## src/rtl/c7bbiu_pkg.sv

```systemverilog
// Shared types for the BIU read arbiter: FSM state, requester id,
// captured request record and the default burst length.
package c7bbiu_pkg;

  localparam int LINE_BEATS_DEF = 4;

  typedef enum logic [1:0] {
    ST_IDLE = 2'd0,
    ST_REQ  = 2'd1,
    ST_DATA = 2'd2
  } arb_state_t;

  typedef enum logic {
    ID_ICU = 1'b0,
    ID_DCU = 1'b1
  } req_id_t;

  // Request fields latched at grant time and replayed downstream.
  typedef struct packed {
    logic [31:3] addr;
    logic        single;
  } rd_req_t;

  // One-hot grant vector {dcu, icu} to requester id.
  function automatic req_id_t grant_id(input logic [1:0] g);
    return g[1] ? ID_DCU : ID_ICU;
  endfunction

endpackage

```

## src/rtl/c7bbiu_rd_arb_if.sv

```systemverilog
// Requester and downstream bus signals of the read arbiter.
// slave  = the arbiter's view, master = the surrounding agents' view.
interface c7bbiu_rd_arb_if;

  logic        icu_biu_req;
  logic        dcu_biu_req;
  logic [31:3] icu_biu_addr;
  logic [31:3] dcu_biu_addr;
  logic        icu_biu_single;
  logic        dcu_biu_single;

  logic        biu_icu_ack;
  logic        biu_dcu_ack;
  logic        biu_icu_data_valid;
  logic        biu_icu_data_last;
  logic        biu_icu_fault;
  logic        biu_dcu_data_valid;
  logic        biu_dcu_data_last;
  logic        biu_dcu_fault;
  logic [63:0] biu_icu_data;
  logic [63:0] biu_dcu_data;

  logic        arb_bus_req;
  logic [31:3] arb_bus_addr;
  logic        arb_bus_single;

  logic        bus_arb_ack;
  logic        bus_arb_data_valid;
  logic        bus_arb_data_last;
  logic        bus_arb_fault;
  logic [63:0] bus_arb_data;

  logic        arb_busy;
  logic        arb_err;

  modport slave (
    input  icu_biu_req, dcu_biu_req, icu_biu_addr, dcu_biu_addr,
           icu_biu_single, dcu_biu_single,
    output biu_icu_ack, biu_dcu_ack,
           biu_icu_data_valid, biu_icu_data_last, biu_icu_fault,
           biu_dcu_data_valid, biu_dcu_data_last, biu_dcu_fault,
           biu_icu_data, biu_dcu_data,
    output arb_bus_req, arb_bus_addr, arb_bus_single,
    input  bus_arb_ack, bus_arb_data_valid, bus_arb_data_last,
           bus_arb_fault, bus_arb_data,
    output arb_busy, arb_err
  );

  modport master (
    output icu_biu_req, dcu_biu_req, icu_biu_addr, dcu_biu_addr,
           icu_biu_single, dcu_biu_single,
    input  biu_icu_ack, biu_dcu_ack,
           biu_icu_data_valid, biu_icu_data_last, biu_icu_fault,
           biu_dcu_data_valid, biu_dcu_data_last, biu_dcu_fault,
           biu_icu_data, biu_dcu_data,
    input  arb_bus_req, arb_bus_addr, arb_bus_single,
    output bus_arb_ack, bus_arb_data_valid, bus_arb_data_last,
           bus_arb_fault, bus_arb_data,
    input  arb_busy, arb_err
  );

endinterface

```

## src/rtl/c7bbiu_rr2.sv

```systemverilog
// Two-way round-robin pick. Purely combinational; the caller keeps
// last_grant in a register. grant is {dcu, icu}, one-hot or zero.
module c7bbiu_rr2
  import c7bbiu_pkg::*;
(
  input  logic [1:0] req,
  input  req_id_t    last_grant,
  output logic [1:0] grant
);

  // Sole requester wins; a tie goes to whoever was not granted last.
  always_comb begin
    grant = 2'b00;
    case (req)
      2'b01:   grant = 2'b01;
      2'b10:   grant = 2'b10;
      2'b11:   grant = (last_grant == ID_ICU) ? 2'b10 : 2'b01;
      default: grant = 2'b00;
    endcase
  end

endmodule

```

## src/rtl/c7bbiu_rd_arb.sv

```systemverilog
// BIU read arbiter: picks ICU or DCU round-robin, replays the captured
// request downstream, routes the response beats to the owner and flags
// protocol errors (stray strobes, wrong burst length).
// LINE_BEATS is expected to be >= 2 so the saturating beat counter can
// tell an over-long burst from a correct one.
module c7bbiu_rd_arb
  import c7bbiu_pkg::*;
#(
  parameter int LINE_BEATS = LINE_BEATS_DEF
) (
  input logic            clk,
  input logic            reset,
  c7bbiu_rd_arb_if.slave bif
);

  localparam int            CW        = $clog2(LINE_BEATS) + 1;
  localparam logic [CW-1:0] CNT_MAX   = {CW{1'b1}};
  localparam logic [CW-1:0] BURST_LEN = CW'(LINE_BEATS);
  localparam logic [CW-1:0] ONE_BEAT  = CW'(1);

  arb_state_t    state;
  req_id_t       owner;
  req_id_t       last_grant;
  rd_req_t       cur;
  logic [CW-1:0] beat_cnt;
  logic          busy_q;
  logic          bus_req_q;
  logic          out_en;

  logic [1:0]    req_vec;
  logic [1:0]    grant;
  rd_req_t       icu_rq;
  rd_req_t       dcu_rq;

  assign req_vec = {bif.dcu_biu_req, bif.icu_biu_req};
  assign icu_rq  = '{addr: bif.icu_biu_addr, single: bif.icu_biu_single};
  assign dcu_rq  = '{addr: bif.dcu_biu_addr, single: bif.dcu_biu_single};

  c7bbiu_rr2 u_rr2 (
    .req        (req_vec),
    .last_grant (last_grant),
    .grant      (grant)
  );

  logic          in_idle;
  logic          in_req;
  logic          in_data;
  logic          beat;
  logic          done;
  logic [CW-1:0] cnt_nxt;
  logic [CW-1:0] exp_cnt;
  logic          len_err;
  logic          proto_err;
  logic          fwd_icu;
  logic          fwd_dcu;

  assign in_idle = (state == ST_IDLE);
  assign in_req  = (state == ST_REQ);
  assign in_data = (state == ST_DATA);
  assign beat    = in_data & bif.bus_arb_data_valid;
  assign done    = beat & bif.bus_arb_data_last;
  assign cnt_nxt = (beat_cnt == CNT_MAX) ? beat_cnt : beat_cnt + ONE_BEAT;
  assign exp_cnt = cur.single ? ONE_BEAT : BURST_LEN;
  assign len_err = done & (cnt_nxt != exp_cnt);

  // Strobes that have no meaning in the current state are dropped and
  // reported rather than routed.
  assign proto_err = (in_idle & (bif.bus_arb_ack | bif.bus_arb_data_valid |
                                 bif.bus_arb_data_last))
                   | (in_req  & (bif.bus_arb_data_valid | bif.bus_arb_data_last |
                                 bif.bus_arb_fault))
                   | (in_data & bif.bus_arb_ack);

  // out_en masks every combinational 1-bit output during reset and for
  // the first cycle after release.
  assign fwd_icu = out_en & in_data & (owner == ID_ICU);
  assign fwd_dcu = out_en & in_data & (owner == ID_DCU);

  assign bif.biu_icu_ack        = out_en & in_req & bif.bus_arb_ack & (owner == ID_ICU);
  assign bif.biu_dcu_ack        = out_en & in_req & bif.bus_arb_ack & (owner == ID_DCU);
  assign bif.biu_icu_data_valid = fwd_icu & bif.bus_arb_data_valid;
  assign bif.biu_icu_data_last  = fwd_icu & bif.bus_arb_data_last;
  assign bif.biu_icu_fault      = fwd_icu & bif.bus_arb_fault;
  assign bif.biu_dcu_data_valid = fwd_dcu & bif.bus_arb_data_valid;
  assign bif.biu_dcu_data_last  = fwd_dcu & bif.bus_arb_data_last;
  assign bif.biu_dcu_fault      = fwd_dcu & bif.bus_arb_fault;

  // Data is broadcast to both requesters; the valid strobe qualifies it.
  // Held at zero only while reset is asserted.
  assign bif.biu_icu_data = reset ? 64'd0 : bif.bus_arb_data;
  assign bif.biu_dcu_data = reset ? 64'd0 : bif.bus_arb_data;

  assign bif.arb_bus_req    = bus_req_q;
  assign bif.arb_bus_addr   = cur.addr;
  assign bif.arb_bus_single = cur.single;
  assign bif.arb_busy       = busy_q;
  assign bif.arb_err        = out_en & (proto_err | len_err);

  // Output enable: low in reset and one cycle beyond release.
  always_ff @(posedge clk or posedge reset) begin
    if (reset) out_en <= 1'b0;
    else       out_en <= 1'b1;
  end

  // Arbitration FSM with registered busy / bus request outputs.
  always_ff @(posedge clk or posedge reset) begin
    if (reset) begin
      state      <= ST_IDLE;
      owner      <= ID_ICU;
      last_grant <= ID_DCU;
      cur        <= '0;
      beat_cnt   <= '0;
      busy_q     <= 1'b0;
      bus_req_q  <= 1'b0;
    end else begin
      case (state)
        ST_IDLE: begin
          if (|grant) begin
            owner      <= grant_id(grant);
            last_grant <= grant_id(grant);
            cur        <= grant[1] ? dcu_rq : icu_rq;
            state      <= ST_REQ;
            busy_q     <= 1'b1;
            bus_req_q  <= 1'b1;
          end
        end
        ST_REQ: begin
          if (bif.bus_arb_ack) begin
            state     <= ST_DATA;
            beat_cnt  <= '0;
            bus_req_q <= 1'b0;
          end
        end
        ST_DATA: begin
          if (beat) beat_cnt <= cnt_nxt;
          if (done) begin
            state  <= ST_IDLE;
            busy_q <= 1'b0;
          end
        end
        default: begin
          state     <= ST_IDLE;
          busy_q    <= 1'b0;
          bus_req_q <= 1'b0;
        end
      endcase
    end
  end

endmodule

```

## src/flat_wrapper.sv

```systemverilog
// flat-port wrapper written by rule: the top's interface ports become plain ports
module c7bbiu_rd_arb_flat import c7bbiu_pkg::*;
#(
  parameter int LINE_BEATS = LINE_BEATS_DEF
)
  (clk, reset, bif_icu_biu_req, bif_dcu_biu_req, bif_icu_biu_addr, bif_dcu_biu_addr, bif_icu_biu_single, bif_dcu_biu_single, bif_biu_icu_ack, bif_biu_dcu_ack, bif_biu_icu_data_valid, bif_biu_icu_data_last, bif_biu_icu_fault, bif_biu_dcu_data_valid, bif_biu_dcu_data_last, bif_biu_dcu_fault, bif_biu_icu_data, bif_biu_dcu_data, bif_arb_bus_req, bif_arb_bus_addr, bif_arb_bus_single, bif_bus_arb_ack, bif_bus_arb_data_valid, bif_bus_arb_data_last, bif_bus_arb_fault, bif_bus_arb_data, bif_arb_busy, bif_arb_err);
  c7bbiu_rd_arb_if bif_i ();
  input logic clk;
  input logic reset;
  input wire logic [$bits(bif_i.icu_biu_req)-1:0] bif_icu_biu_req;
  input wire logic [$bits(bif_i.dcu_biu_req)-1:0] bif_dcu_biu_req;
  input wire logic [$bits(bif_i.icu_biu_addr)-1:0] bif_icu_biu_addr;
  input wire logic [$bits(bif_i.dcu_biu_addr)-1:0] bif_dcu_biu_addr;
  input wire logic [$bits(bif_i.icu_biu_single)-1:0] bif_icu_biu_single;
  input wire logic [$bits(bif_i.dcu_biu_single)-1:0] bif_dcu_biu_single;
  output wire logic [$bits(bif_i.biu_icu_ack)-1:0] bif_biu_icu_ack;
  output wire logic [$bits(bif_i.biu_dcu_ack)-1:0] bif_biu_dcu_ack;
  output wire logic [$bits(bif_i.biu_icu_data_valid)-1:0] bif_biu_icu_data_valid;
  output wire logic [$bits(bif_i.biu_icu_data_last)-1:0] bif_biu_icu_data_last;
  output wire logic [$bits(bif_i.biu_icu_fault)-1:0] bif_biu_icu_fault;
  output wire logic [$bits(bif_i.biu_dcu_data_valid)-1:0] bif_biu_dcu_data_valid;
  output wire logic [$bits(bif_i.biu_dcu_data_last)-1:0] bif_biu_dcu_data_last;
  output wire logic [$bits(bif_i.biu_dcu_fault)-1:0] bif_biu_dcu_fault;
  output wire logic [$bits(bif_i.biu_icu_data)-1:0] bif_biu_icu_data;
  output wire logic [$bits(bif_i.biu_dcu_data)-1:0] bif_biu_dcu_data;
  output wire logic [$bits(bif_i.arb_bus_req)-1:0] bif_arb_bus_req;
  output wire logic [$bits(bif_i.arb_bus_addr)-1:0] bif_arb_bus_addr;
  output wire logic [$bits(bif_i.arb_bus_single)-1:0] bif_arb_bus_single;
  input wire logic [$bits(bif_i.bus_arb_ack)-1:0] bif_bus_arb_ack;
  input wire logic [$bits(bif_i.bus_arb_data_valid)-1:0] bif_bus_arb_data_valid;
  input wire logic [$bits(bif_i.bus_arb_data_last)-1:0] bif_bus_arb_data_last;
  input wire logic [$bits(bif_i.bus_arb_fault)-1:0] bif_bus_arb_fault;
  input wire logic [$bits(bif_i.bus_arb_data)-1:0] bif_bus_arb_data;
  output wire logic [$bits(bif_i.arb_busy)-1:0] bif_arb_busy;
  output wire logic [$bits(bif_i.arb_err)-1:0] bif_arb_err;
  assign bif_i.icu_biu_req = bif_icu_biu_req;
  assign bif_i.dcu_biu_req = bif_dcu_biu_req;
  assign bif_i.icu_biu_addr = bif_icu_biu_addr;
  assign bif_i.dcu_biu_addr = bif_dcu_biu_addr;
  assign bif_i.icu_biu_single = bif_icu_biu_single;
  assign bif_i.dcu_biu_single = bif_dcu_biu_single;
  assign bif_biu_icu_ack = bif_i.biu_icu_ack;
  assign bif_biu_dcu_ack = bif_i.biu_dcu_ack;
  assign bif_biu_icu_data_valid = bif_i.biu_icu_data_valid;
  assign bif_biu_icu_data_last = bif_i.biu_icu_data_last;
  assign bif_biu_icu_fault = bif_i.biu_icu_fault;
  assign bif_biu_dcu_data_valid = bif_i.biu_dcu_data_valid;
  assign bif_biu_dcu_data_last = bif_i.biu_dcu_data_last;
  assign bif_biu_dcu_fault = bif_i.biu_dcu_fault;
  assign bif_biu_icu_data = bif_i.biu_icu_data;
  assign bif_biu_dcu_data = bif_i.biu_dcu_data;
  assign bif_arb_bus_req = bif_i.arb_bus_req;
  assign bif_arb_bus_addr = bif_i.arb_bus_addr;
  assign bif_arb_bus_single = bif_i.arb_bus_single;
  assign bif_i.bus_arb_ack = bif_bus_arb_ack;
  assign bif_i.bus_arb_data_valid = bif_bus_arb_data_valid;
  assign bif_i.bus_arb_data_last = bif_bus_arb_data_last;
  assign bif_i.bus_arb_fault = bif_bus_arb_fault;
  assign bif_i.bus_arb_data = bif_bus_arb_data;
  assign bif_arb_busy = bif_i.arb_busy;
  assign bif_arb_err = bif_i.arb_err;
  c7bbiu_rd_arb #(.LINE_BEATS(LINE_BEATS)) u_core (.clk(clk), .reset(reset), .bif(bif_i));
endmodule
```

## config.mk

```make
export PLATFORM = sky130hd
export DESIGN_NAME = c7bbiu_rd_arb_flat
export DESIGN_NICKNAME = d
export VERILOG_FILES = /design/src/rtl/c7bbiu_pkg.sv /design/src/rtl/c7bbiu_rd_arb_if.sv /design/src/rtl/c7bbiu_rr2.sv /design/src/rtl/c7bbiu_rd_arb.sv /design/src/flat_wrapper.sv
export SDC_FILE = /design/constraint.sdc
export NUM_CORES = 1
export LEC_CHECK = 0
export CORE_AREA = 3 3 117 119
export DETAILED_ROUTE_END_ITERATION = 8
export DIE_AREA = 0 0 120 122
export PLACE_DENSITY_LB_ADDON = 0.1
export SLEW_MARGIN = 15
export SYNTH_ARGS = -nofsm -noshare
export SYNTH_HDL_FRONTEND = slang
export SYNTH_SLANG_ARGS = --single-unit
```

## constraint.sdc

```tcl
create_clock -name clk -period 2.2 [get_ports clk]
set_input_delay 0.33 -clock clk [delete_from_list [all_inputs] [get_ports clk]]
set_output_delay 0.33 -clock clk [all_outputs]
set_load 0.1 [all_outputs]
```

Word level (Yosys, flattened, before mapping)
Index checks and enable logic that the tools add are counted.

Mux-type cells: 19. Shift operators: 0. Multiply operators: 0. Div/mod/pow operators: 0. Reductions and logical operators: 8. Eq/ne operators: 11. Add/subtract/negate cells: 1. Bitwise logic cells: 30. Magnitude comparators: 0.

Operator list (count): $mux W64 (1); $mux W30 (1); $and A1 B1 Y1 (20); $mux W3 (4); $pmux W2 S3 (2); $reduce_and A3 Y1 (4); $mux W2 (4); $ne A2 B2 Y1 const B (4); $or A1 B1 Y1 (7); $eq A2 B2 Y1 const B (3); $pmux W1 S3 (2); $pmux W3 S2 (1); $eq A2 B1 Y1 const B (2); $mux W1 (4); $add A3 B1 Y3 const B (1); $eq A3 B3 Y1 const B (1); $ne A3 B3 Y1 (1); $not A1 Y1 (3); $logic_not A2 Y1 (1); $reduce_and A2 Y1 (1); $reduce_bool A2 Y1 (1); $reduce_or A2 Y1 (1).

Memory bits (writable): 0. Memories kept: 0. ROM bits: 0. Output and inout port bits: 169. Word-level logic and storage cells: 78. Latch bits: 0. Register bits after elaboration: 40. Input bits: 132.

Depth between registers and ports, before layout
Depth in word-level cells: 7. Gate-level depth with buffers: 5.

Hierarchy
Synthesis repeated with hierarchy kept, for this count alone.

Cells, all modules: 334. Area, all modules: 3056.7 um^2.

By module, submodules not included: c7bbiu_rd_arb (cells an instance 331, instances 1, area each 3037.9 um^2, sequential area each 1002.2 um^2); c7bbiu_rr2 (cells an instance 3, instances 1, area each 18.8 um^2, sequential area each 0.0 um^2).

Least setup slack after synthesis
Ideal clock, no wire load.

Kind: register to output. Start point: register u_core.state[1]. End point: output bif_biu_dcu_ack. Stages on the path, launching flop included: 3. Required time: 1870 ps. Buffers on the path: 1. Setup slack: -1674 ps. Data arrival time: 3544 ps. Cells stage by stage: dfrtp_1 > clkbuf_1 > nor4_1.

Word-level cells in the longest chain between the ends: 4.

RTL lines: from (decl) (RTL line c7bbiu_rd_arb.sv:21) `arb_state_t state;`; from (signal assigned) (RTL line c7bbiu_rd_arb.sv:108) `state <= ST_IDLE;`; from (signal assigned) (RTL line c7bbiu_rd_arb.sv:122) `state <= ST_REQ;`; from (signal assigned) (RTL line c7bbiu_rd_arb.sv:129) `state <= ST_DATA;`; $eq A2 B1 Y1 (RTL line c7bbiu_rd_arb.sv:58) `assign in_req = (state == ST_REQ);`; $and A1 B1 Y1 (3 in series) (RTL line c7bbiu_rd_arb.sv:80) `assign bif.biu_dcu_ack = out_en & in_req & bif.bus_arb_ack & (owner == ID_DCU);`; to (decl) (RTL line flat_wrapper.sv:17) `output wire logic [$bits(bif_i.biu_dcu_ack)-1:0] bif_biu_dcu_ack;`.

No other way between the ends.

Worst setup path in the final report
Start point: register u_core.beat_cnt[1]. End point: output bif_arb_err.

Word-level cells in the longest chain between the ends: 6.

RTL lines: from (decl) (RTL line c7bbiu_rd_arb.sv:25) `logic [CW-1:0] beat_cnt;`; from (signal assigned) (RTL line c7bbiu_rd_arb.sv:135) `if (beat) beat_cnt <= cnt_nxt;`; $add A3 B1 Y3 / $eq A3 B3 Y1 (equally long branches) (RTL line c7bbiu_rd_arb.sv:62) `assign cnt_nxt = (beat_cnt == CNT_MAX) ? beat_cnt : beat_cnt + ONE_BEAT;`; $mux W3 * (RTL line c7bbiu_rd_arb.sv:62); $ne A3 B3 Y1 * (RTL line c7bbiu_rd_arb.sv:64) `assign len_err = done & (cnt_nxt != exp_cnt);`; $and A1 B1 Y1 * (RTL line c7bbiu_rd_arb.sv:64); $or A1 B1 Y1 * (RTL line c7bbiu_rd_arb.sv:97) `assign bif.arb_err = out_en & (proto_err | len_err);`; $and A1 B1 Y1 * (RTL line c7bbiu_rd_arb.sv:97); to (decl) (RTL line flat_wrapper.sv:35) `output wire logic [$bits(bif_i.arb_err)-1:0] bif_arb_err;`.

Every way passes the cells marked *; elsewhere a longest branch is shown, timed or not.

==> out/qor.txt <==
Worst Setup Start Kind = register
Pint = 3.24 mW
Wire per inst = 18.6 um
Max_cap viols = 0
Crit path DAT = 1.90 ns
Routed Antenna Nets = 0
Worst Max-Slew Pin Slew = 0.620 ns
Final net count = 713
Slew Limit Fails = 0
Crit path max fanout = 3
Layout area overhead = 148%
Routed wire length on met2 = 7350 um
Layout cells sized above 1 = 0.489
Clock tree buffer depth = 2
Critical path startpoint = u_core.beat_cnt[1]$_DFFE_PP0P_
Min-Delay Path Class = in2async
Crit path to = bif_arb_err
First-pass GRT wire length = 20900 um
Pwr/cell area = 1050 nW/um2
Final Hold Viols = 0
Gr usage total = 0.188
Core Util, Final = 0.606
Vias/cell = 4.21
Logic pwr share = 0.749
CTS Sinks = 40
Die Footprint = 14600 um2
Sw power = 4.82 mW
Final critical-path required period = 2.23 ns
Status = complete, but fails checks
CP Class = reg2out
Highest routed layer = met5
Violated checks = negative setup slack
Root Driver = clkbuf_16
Residual DRC = 0
Post-synth cell types = 30
Dpl hpwl = 12600 um
Starting Density = 0.244
Worst setup EP type = output port
Sequential share of power = 0.165
Top post-synthesis cells by area = dfrtp_1, buf_4, nor2b_1, mux2i_1, a21oi_2
Routed WL = 14000 um
R2R setup slack = 0.66 ns
CTS Buf Count = 5
RSZ-0062 raised after global routing = true
Die X = 120 um
Mapped Area = 3090 um2
Iter 0 DRT Violations = 80
Post-synthesis register bit count = 40
Cell taking the most area after synthesis = dfrtp_1
Worst r2r src = u_core.state[0]$_DFFE_PP0P_
Largest net degree at the start of global routing = 51
H-tree depth = 2
Wire length on met1 = 5290 um
Worst path required time = 1.87 ns
Post-route worst setup slack = -0.0302 ns
Synth Net Count = 473
R2R cell count = 5
FP Rows = 41
Met3 WL = 1310 um
Die height = 122 um
Mapped Avg Cell Area = 9.10 um2
DR pass1 iterations = 4
R2R Path End = u_core.bif.arb_bus_addr[12]$_DFFE_PP0P_
Via count = 3169
Initial antenna violation count = 1
Finished Layout Cells = 753
Leakage power = 3.25 nW
Grt ovf = 0
Synthesis Warnings = 0
Top-area cell type share of the netlist area = 0.316
PortBufs = 300
Switch share = 0.598
Core Footprint = 12700 um2
Slew HR = 0.587
Max Freq = 448 MHz
Routability congestion estimate = 0.785
Setup Viol. Count Final = 1
I/O Pins = 301
Cells after Synth = 340
Clock share of power = 0.086
Peak supply drop = 0.000913 V
Clock transition at path regs = 0.06 ns
Number of global-route vias before repair = 3408
Final period util = 1.01
Clk_skew = 0.0104 ns
Antenna Cells = 0
TritonCTS clock tree = yes
Post-synthesis sequential area ratio = 0.324
Placed insts = 743
Clock Latency Late Sink = 0.28 ns
-- kinds of logic after synthesis --
family | share of synthesized area
simple gates | 0.228
fa+ha+maj | 0.00404
mux | 0.0971
flops | 0.324
other cells | 0.00121
buf+inv | 0.215
compound gates | 0.131
-- worst max-delay path, stage by stage, from the launching register on --
cell and delay [ns]:
dfrtp_1 0.40, ha_4 0.27, nor4bb_2 0.25, a31oi_1 0.08, a211oi_1 0.24, buf_4 0.17
nor3_4 0.04, buf_12 0.17
-- final cells by class --
class / count / area (um2)
well taps: 172 / 215
clock inverters: 2 / 12.5
fillers: 1038 / 4990
multi-input cells: 213 / 1850
flip-flops and latches: 40 / 1000
repair buffers: 315 / 4450
inverters: 5 / 18.8
clock buffers: 6 / 129
-- Yosys cell counts --
| library cell | count |
|---|---|
| mux2i_1 | 30 |
| buf_12 | 3 |
| a31oi_1 | 3 |
| dfstp_2 | 1 |
| dfrtp_1 | 39 |
| o21ai_0 | 4 |
| buf_6 | 6 |
| clkbuf_1 | 8 |
| inv_1 | 5 |
| nor4_1 | 2 |
| a32oi_1 | 1 |
| nor2b_1 | 66 |
| nor3_1 | 2 |
| nor3_4 | 1 |
| a311oi_1 | 1 |
| conb_1 | 1 |
| a211oi_1 | 3 |
| o22ai_1 | 2 |
| nand2_1 | 8 |
| nor2_2 | 1 |
| nor4bb_1 | 1 |
| a21oi_1 | 8 |
| nor2_1 | 38 |
| a21boi_4 | 1 |
| and2_1 | 7 |
| buf_4 | 65 |
| nand3_1 | 2 |
| nand4bb_1 | 1 |
| a21oi_2 | 29 |
| ha_1 | 1 |
-- sequential cells by signal, summed over array words and instances, names as in the netlist --
register,cells
u_core.out_en,1
u_core.bif.arb_bus_addr,29
u_core.last_grant,1
u_core.owner,1
u_core.beat_cnt,3
u_core.state,2
u_core.bif.arb_bus_single,1
u_core.bif.arb_bus_req,1
u_core.bif.arb_busy,1
-- cell usage in the layout, fill, tap and decap left out, drive strengths merged, types with 2 or more instances in the layout --
cell type,n
and2,7
nor2b,66
dfrtp,39
a21oi,37
nand2,8
nor2,39
nor3,3
clkdlybuf4s50,130
nand3,2
nor4,2
clkbuf,6
a211oi,3
mux2i,30
a31oi,3
buf,185
o21ai,4
o22ai,2
inv,5
-- timing repair --
action	4_1_cts	5_1_grt
endpoints found under the setup margin	1	1
setup buffers	2	0
pin swaps	1	2
hold buffers	0	0
gates resized for setup	0	1
-- worst min path at each step --
stage	slack, ns	to	from
finish	0.37	u_core.bif.arb_bus_addr[8]$_DFFE_PP0P_	reset
floorplan	0.39	u_core.last_grant$_DFFE_PP1P_	bif_icu_biu_req
CTS	0.38	u_core.bif.arb_bus_addr[8]$_DFFE_PP0P_	reset
global route	0.43	u_core.bif.arb_bus_addr[8]$_DFFE_PP0P_	reset
global placement	0.50	u_core.bif.arb_bus_addr[25]$_DFFE_PP0P_	u_core.bif.arb_bus_addr[25]$_DFFE_PP0P_
detailed placement	0.50	u_core.bif.arb_bus_addr[11]$_DFFE_PP0P_	u_core.bif.arb_bus_addr[11]$_DFFE_PP0P_
-- power groups by stage --
stage	registers, mW	logic (mW)	clock network [mW]
floorplan	3.38	2.45	0
global placement	1.35	5.96	0
detailed placement	1.36	6.04	0
CTS	1.33	6.08	0.731
global route	1.38	6.28	0.762
finish	1.33	6.04	0.697
-- metal layers --
layer / GRT usage / vias up
met5: 0 / -
met4: 0.0279 / 2
met3: 0.0617 / 6
met2: 0.347 / 160
met1: 0.216 / 1475
li1: - / 1526
-- metrics by stage --
step	hold WS, ns	worst slack, ns	power, mW	setup TNS [ns]	instance area [um2]
3_5_place_dp	0.505	0.0637	7.40	0	7520
6_report	0.365	-0.0302	8.07	-0.0302	7680
5_1_grt	0.429	-0.130	8.41	-0.130	7680
4_1_cts	0.381	-0.0650	8.15	-0.0650	7670
3_3_place_gp	0.501	0.125	7.30	0	7520
2_1_floorplan	0.393	-0.532	5.83	-8.21	3530
No activity file was read; power rests on OpenSTA's default activity.
